### src/rtl/inst_encoder.sv
// RV32I encoder: packs decoded fields into a legal instruction word; 2-cycle latency.
// Valid/ready on both sides, 2-word capacity; illegal fields yield a NOP flagged with out_err.
module inst_encoder (
    input  logic        clk,
    input  logic        rst_n,
    input  logic        in_valid,
    output logic        in_ready,
    input  logic [6:0]  in_opcode,
    input  logic [4:0]  in_rd,
    input  logic [4:0]  in_rs1,
    input  logic [4:0]  in_rs2,
    input  logic [2:0]  in_funct3,
    input  logic [6:0]  in_funct7,
    input  logic [31:0] in_imm,
    output logic        out_valid,
    input  logic        out_ready,
    output logic [31:0] out_inst,
    output logic        out_err,
    output logic [15:0] out_count,
    output logic [7:0]  err_count
);

    localparam logic [6:0]  OP_LOAD   = 7'b0000011;
    localparam logic [6:0]  OP_IMM    = 7'b0010011;
    localparam logic [6:0]  OP_JALR   = 7'b1100111;
    localparam logic [6:0]  OP_STORE  = 7'b0100011;
    localparam logic [6:0]  OP_BRANCH = 7'b1100011;
    localparam logic [6:0]  OP_JAL    = 7'b1101111;
    localparam logic [6:0]  OP_LUI    = 7'b0110111;
    localparam logic [6:0]  OP_AUIPC  = 7'b0010111;
    localparam logic [6:0]  OP_REG    = 7'b0110011;
    localparam logic [31:0] NOP       = 32'h0000_0013;

    typedef struct packed {
        logic [6:0]  opcode;
        logic [4:0]  rd;
        logic [4:0]  rs1;
        logic [4:0]  rs2;
        logic [2:0]  funct3;
        logic [6:0]  funct7;
        logic [31:0] imm;
    } fields_t;

    // True when every bit from sign_bit upward matches, i.e. imm fits (sign_bit+1) signed bits.
    function automatic logic fits(input logic [31:0] imm, input int sign_bit);
        logic [31:0] t;
        t = $signed(imm) >>> sign_bit;
        return (t == '0) || (t == '1);
    endfunction

    function automatic logic is_shift(input fields_t f);
        return (f.opcode == OP_IMM) && (f.funct3[1:0] == 2'b01);
    endfunction

    function automatic logic is_legal(input fields_t f);
        logic ok;
        ok = 1'b0;
        case (f.opcode)
            OP_LOAD, OP_JALR, OP_STORE: ok = fits(f.imm, 11);
            OP_IMM: begin
                if (is_shift(f))
                    ok = (f.imm[31:5] == '0) &&
                         ((f.funct7 == 7'b0000000) ||
                          ((f.funct7 == 7'b0100000) && (f.funct3 == 3'b101)));
                else
                    ok = fits(f.imm, 11);
            end
            OP_BRANCH:       ok = fits(f.imm, 12) && !f.imm[0];
            OP_JAL:          ok = fits(f.imm, 20) && !f.imm[0];
            OP_LUI, OP_AUIPC: ok = (f.imm[11:0] == '0);
            OP_REG:          ok = 1'b1;
            default:         ok = 1'b0;
        endcase
        return ok;
    endfunction

    function automatic logic [31:0] pack(input fields_t f);
        logic [31:0] w;
        w = NOP;
        case (f.opcode)
            OP_LOAD, OP_JALR:
                w = {f.imm[11:0], f.rs1, f.funct3, f.rd, f.opcode};
            OP_IMM: begin
                if (is_shift(f))
                    w = {f.funct7, f.imm[4:0], f.rs1, f.funct3, f.rd, f.opcode};
                else
                    w = {f.imm[11:0], f.rs1, f.funct3, f.rd, f.opcode};
            end
            OP_STORE:
                w = {f.imm[11:5], f.rs2, f.rs1, f.funct3, f.imm[4:0], f.opcode};
            OP_BRANCH:
                w = {f.imm[12], f.imm[10:5], f.rs2, f.rs1, f.funct3,
                     f.imm[4:1], f.imm[11], f.opcode};
            OP_JAL:
                w = {f.imm[20], f.imm[10:1], f.imm[11], f.imm[19:12], f.rd, f.opcode};
            OP_LUI, OP_AUIPC:
                w = {f.imm[31:12], f.rd, f.opcode};
            OP_REG:
                w = {f.funct7, f.rs2, f.rs1, f.funct3, f.rd, f.opcode};
            default:
                w = NOP;
        endcase
        return w;
    endfunction

    fields_t in_fields;
    fields_t s1_fields;
    logic    s1_valid;
    logic    s1_legal;
    logic    s2_free;
    logic    s1_adv;
    logic    in_fire;
    logic    out_fire;

    assign in_fields = '{opcode: in_opcode, rd: in_rd, rs1: in_rs1, rs2: in_rs2,
                         funct3: in_funct3, funct7: in_funct7, imm: in_imm};

    // S2 can take a word when empty or when its current word leaves this cycle.
    assign s2_free  = !out_valid || out_ready;
    assign s1_adv   = s1_valid && s2_free;
    assign in_ready = !s1_valid || s2_free;
    assign in_fire  = in_valid && in_ready;
    assign out_fire = out_valid && out_ready;

    always_ff @(posedge clk or negedge rst_n) begin
        if (!rst_n) begin
            s1_valid  <= 1'b0;
            s1_fields <= '0;
            s1_legal  <= 1'b0;
        end else if (in_fire) begin
            s1_valid  <= 1'b1;
            s1_fields <= in_fields;
            s1_legal  <= is_legal(in_fields);
        end else if (s1_adv) begin
            s1_valid  <= 1'b0;
        end
    end

    always_ff @(posedge clk or negedge rst_n) begin
        if (!rst_n) begin
            out_valid <= 1'b0;
            out_inst  <= '0;
            out_err   <= 1'b0;
        end else if (s1_adv) begin
            out_valid <= 1'b1;
            out_inst  <= s1_legal ? pack(s1_fields) : NOP;
            out_err   <= !s1_legal;
        end else if (out_ready) begin
            out_valid <= 1'b0;
        end
    end

    always_ff @(posedge clk or negedge rst_n) begin
        if (!rst_n) begin
            out_count <= '0;
            err_count <= '0;
        end else if (out_fire) begin
            out_count <= out_count + 16'd1;
            if (out_err && (err_count != 8'hFF))
                err_count <= err_count + 8'd1;
        end
    end

endmodule

### config.mk
export PLATFORM = sky130hd
export DESIGN_NAME = inst_encoder
export DESIGN_NICKNAME = d
export VERILOG_FILES = /design/src/rtl/inst_encoder.sv
export SDC_FILE = /design/constraint.sdc
export NUM_CORES = 1
export LEC_CHECK = 0
export BUFFER_PORTS_ARGS = -buffer_cell sky130_fd_sc_hd__buf_4
export CAP_MARGIN = 20
export CORE_MARGIN = 10
export CORE_UTILIZATION = 30
export DETAILED_ROUTE_END_ITERATION = 10
export GPL_ROUTABILITY_DRIVEN = 0
export SYNTH_ARGS = -nofsm -noshare
export SYNTH_HDL_FRONTEND = slang
export SYNTH_SLANG_ARGS = --single-unit
export TNS_END_PERCENT = 50
### constraint.sdc
create_clock -name clk -period 1.8 [get_ports clk]
set_input_delay 0.36 -clock clk [delete_from_list [all_inputs] [get_ports clk]]
set_output_delay 0.36 -clock clk [all_outputs]
set_load 0.05 [all_outputs]
**Word-level counts from Yosys, hierarchy flattened**

Index checks and enable logic that the tools add are counted.

- $add $sub $neg: 2
- Equality and inequality tests: 26
- Multiplexer cells: 9
- Reduce and logical (&&, ||, !) cells: 33

Operators with widths:

| cell | count |
|---|---|
| case mux 32 bit (7 select lines) | 1 |
| equality test 32 bit (second input constant) | 3 |
| zero test 32 bit | 3 |
| 2-to-1 mux 32 bit | 2 |
| equality test 7 x 6 -> 1 bit (second input constant) | 7 |
| equality test 7 bit (second input constant) | 6 |
| equality test 7 x 5 -> 1 bit (second input constant) | 4 |
| zero test 27 bit | 1 |
| adder 16 x 1 -> 16 bit (second input constant) | 1 |
| equality test 7 x 2 -> 1 bit (second input constant) | 2 |
| zero test 12 bit | 1 |
| logical AND 1 bit | 10 |
| adder 8 x 1 -> 8 bit (second input constant) | 1 |
| inequality test 8 bit (second input constant) | 1 |
| zero test 7 bit | 1 |
| logical OR 1 bit | 6 |
| case mux 1 bit (6 select lines) | 1 |
| OR reduction 2 bit | 3 |
| 2-to-1 mux 1 bit | 5 |
| equality test 2 x 1 -> 1 bit (second input constant) | 2 |
| zero test 1 bit | 4 |
| nonzero test 2 bit | 2 |
| equality test 3 bit (second input constant) | 1 |
| OR reduction 3 bit | 1 |
| AND reduction 2 bit | 1 |

- Bits in registers: 124
- Output and inout bits: 59
- Word-level logic and storage cells: 84

**Longest topological paths before layout**

- Depth after elaboration: 6
- Mapped depth: 7

**Worst setup path before layout**

OpenSTA, ideal clock, no wires.

- Path type: register to register
- Start: register out_valid
- End: register s1_fields[29] (netlist bit)
- Setup time: 0.125 ns
- Arrival time: 2.600 ns
- Required time: 1.675 ns
- Setup slack: -0.925 ns
- Cell stages (with the launch flop): 6
- Clock period less this slack: 2.725 ns
- Cell sequence: dfrtp_1 -> nand3b_1 -> nand2_1 -> clkbuf_1 -> clkbuf_1 -> mux2_2

- Longest elaborated chain between the ends: 4

Ends and longest elaborated chain:

| item | RTL line | source |
|---|---|---|
| start: declaration | 15 | `output logic out_valid,` |
| start signal: assignment | 141 | `out_valid <= 1'b0;` |
| start signal: assignment | 145 | `out_valid <= 1'b1;` |
| start signal: assignment | 149 | `out_valid <= 1'b0;` |
| zero test 1 bit | 119 | `assign s2_free = !out_valid \|\| out_ready;` |
| logical OR 1 bit | 119 |  |
| logical OR 1 bit | 121 | `assign in_ready = !s1_valid \|\| s2_free;` |
| via in_ready | 7 | `output logic in_ready,` |
| logical AND 1 bit | 122 | `assign in_fire = in_valid && in_ready;` |
| end signal: assignment | 132 | `s1_fields <= in_fields;` |
| end: declaration | 107 | `fields_t s1_fields;` |

The timed path passes the listed nets, and every way through them passes these cells.
A chain may end at the register's enable or synchronous reset.

**Final worst setup path**

- Start: register s1_fields[57] (netlist bit)
- End: register out_inst[19]

- Longest elaborated chain between the ends: 4

Ends and longest elaborated chain:

| item | RTL line | source |
|---|---|---|
| equality test 7 x 6 -> 1 bit, or another cell as far along | 80 | `case (f.opcode)` |
| OR reduction 2 bit | 80 |  |
| case mux 32 bit (7 select lines) (*) | 80 |  |
| 2-to-1 mux 32 bit (*) | 146 | `out_inst <= s1_legal ? pack(s1_fields) : NOP;` |
| end signal: assignment | 146 |  |
| end: declaration | 17 | `output logic [31:0] out_inst,` |

Every way passes the cells marked *; elsewhere a longest branch is shown, timed or not.

==> results.md <==
- R2r endpoint: out_inst[19]
- Root buf cell: clkbuf_16
- Reg2Reg Depth: 7
- Core box area: 18,100 µm²
- Max-slew violation count: 0
- Fraction of layout cells with a size suffix above 1: 0.487
- First-pass GRT wire length: 26,900 µm
- Worst Path Required: 2.09 ns
- Dpl hpwl: 13,000 µm
- Row Count: 49
- Num CTS Buffers: 17
- Top post-synthesis cells by area: dfrtp_1, mux2_2, nand2_1, o21ai_2, xnor2_1
- Hold slack: 0.178 ns
- CP startpoint: s1_fields[57]
- Die H: 156 µm
- Post-synth EDFFs: 0
- Crit end category: flip-flop
- Final ANT Viol Nets: 0
- Most common cell after layout, fill and taps aside: buf_4
- Via count: 4,541
- Register area share after synthesis: 0.560
- Clock sink count: 124
- # setup viols final: 7
- Mean post-synth cell area: 12.1 µm²
- Tightest Hold Check Type: in -> reg
- CP endpoint: out_inst[19]
- Ant. Diodes: 0
- Routed WL per cell: 19.2 µm
- Vias in the first global route: 4,913
- Post-route DRC violation count: 0
- Critical path class: reg -> reg
- Starting density of the core: 0.307
- TritonCTS clock tree: built
- Minimum clock period: 1.84 ns
- Synth cell types: 46
- Failing checks: negative setup slack
- Leakage power: 0.00365 µW
- Critical Path Fanout Max: 12
- Setup crit start kind: flip-flop
- Design Power: 9130 µW
- Share of Yosys cell area claimed by the top area cell type: 0.560
- Vias per Instance: 5.11
- Synth Flop Type: dfrtp_1
- Die X: 156 µm
- Fin util: 0.446
- Initial antenna violation count: 0
- Skew final: 0.0124 ns
- Worst vdd ir: 753 µV
- Outcome: complete, but fails checks
- Overall global routing resource usage: 0.142
- Htree depth: 4
- Reg clk slew, reported paths: 0.05 ns
- Final instance area: 8070 µm²
- Io pins: 127
- Most frequent cells in the layout: buf_4, dfrtp_1, nand2_1
- Worst-Margin Slew: 0.549 ns
- Die ar.: 24,300 µm²
- Pwr per Cell Area: 1130 nW/µm²
- CTS Buffer Depth: 2
- Initial DRC count: 325
- Fin nets: 718
- MaxCap Viol Count: 0
- CP arrival: 2.13 ns
- Largest net degree at the start of global routing: 76
- Mapped Cells: 458
- Setup WS post-layout: -0.0402 ns
- #FFs+latches synth: 124
- DR pass1 iterations: 5
- Ys async rst share: 1.00
- Worst r2r src: s1_fields[57]
- P&R area growth vs syn: 45.6%
- Remaining global-route overflow: 0
- Leading area contributor after synthesis: dfrtp_1
- Mapped Area: 5540 µm²
- Wirelength, routed: 17,100 µm
- Mapped Nets: 528
- Synth warn: 0
- Worst skew pair latency: 0.41 ns
- Placed Instance Area: 7310 µm²
- FMAX: 0.543 GHz
- Period Utilization, post-route: 1.02
- Flop2flop setup slack: -0.04 ns
- Port bufs: 126
- Rel. slew slack: 0.629
- Unrepaired setup endpoints after global routing: yes
- Fin. Hold Viols: 0
worst min path at each step:
stage / start / endpoint / slack (ns) / depth (start not counted)
after global placement: rst_n / out_count[15] / 0.23 / 1
after global routing: in_rd[4] / s1_fields[56] / 0.16 / 2
after detailed placement: rst_n / out_count[15] / 0.24 / 1
after floorplan: rst_n / err_count[0] / 0.06 / 0
final: in_rd[4] / s1_fields[56] / 0.18 / 2
after CTS: in_rd[4] / s1_fields[56] / 0.17 / 2
flip-flops by register name (all words and copies together), names as in the netlist:
signal	cells
out_inst	32
s1_fields	64
s1_valid	1
out_count	16
out_valid	1
out_err	1
err_count	8
s1_legal	1
what timing repair did:
item	4_1_cts	5_1_grt
hold buffers	1	0
setup endpoints to repair	22	28
hold endpoints to repair	11	0
pin swaps	4	5
gates resized for setup	4	16
setup buffers	2	3
final cells by class:
cell class / count / area [µm²]
clock buffers: 23 / 478
flip-flops and latches: 124 / 3110
inverters: 1 / 3.75
fillers: 1641 / 10000
repair buffers: 188 / 1520
clock inverters: 7 / 163
multi-input cells: 316 / 2520
well taps: 229 / 287
worst max-delay path: stages (launching register included):
cell and delay, ns:
dfrtp_1 0.40, and4bb_4 0.22, and3_4 0.18, or2_4 0.24
o311ai_4 0.29, buf_12 0.19, buf_12 0.13, o21ai_2 0.06
cell families (layout without fill, tap and decap cells):
kind of cell / count (synthesis) / count (layout) / share of synthesized area
buf+inv: 18 / 219 / 0.0162
simple gates: 143 / 143 / 0.134
compound gates: 81 / 81 / 0.114
fa+ha+maj: 2 / 2 / 0.00451
flops: 124 / 124 / 0.560
mux: 67 / 67 / 0.136
xor+xnor: 23 / 23 / 0.0363
report_power, final:
| group | total (µW) | switching (µW) | internal, µW |
|---|---|---|---|
| registers | 3490 | 347 | 3140 |
| logic | 1900 | 1050 | 851 |
| clock network | 3740 | 1190 | 2550 |
per-stage QoR:
stage	instances	worst slack, ns	setup TNS, ns
floorplan	458	-0.272	-17.52
global placement	852	-0.187	-0.743
detailed placement	852	-0.170	-1.62
CTS	885	-0.0433	-0.338
global route	888	-0.111	-1.24
finish	888	-0.0402	-0.207
Yosys cell counts, types with 2 or more instances:
master / number
a21oi_1: 6
ha_1: 2
a22oi_1: 14
xnor2_1: 16
nor2_1: 14
nand3_1: 10
and2_1: 3
nand2b_1: 10
clkbuf_1: 14
a21o_1: 2
a22oi_2: 3
xor2_1: 7
o21ai_2: 16
buf_6: 3
dfrtp_1: 124
nor4_1: 7
or3_1: 2
nor2b_1: 3
a222oi_1: 9
mux2_2: 66
a31oi_1: 4
nor3_1: 7
nand4_1: 17
a32oi_1: 2
and3_1: 3
or4_1: 2
nand2_1: 56
o21ai_0: 18
routing by layer:
| layer | vias to the layer above | routed length (µm) | track usage |
|---|---|---|---|
| met5 | - | 0 | 0 |
| met4 | 0 | 223 | 0.0391 |
| met3 | 18 | 1370 | 0.0518 |
| met2 | 188 | 8080 | 0.225 |
| met1 | 2264 | 7410 | 0.178 |
| li1 | 2071 | - | - |
(Power assumes the default switching activity.)
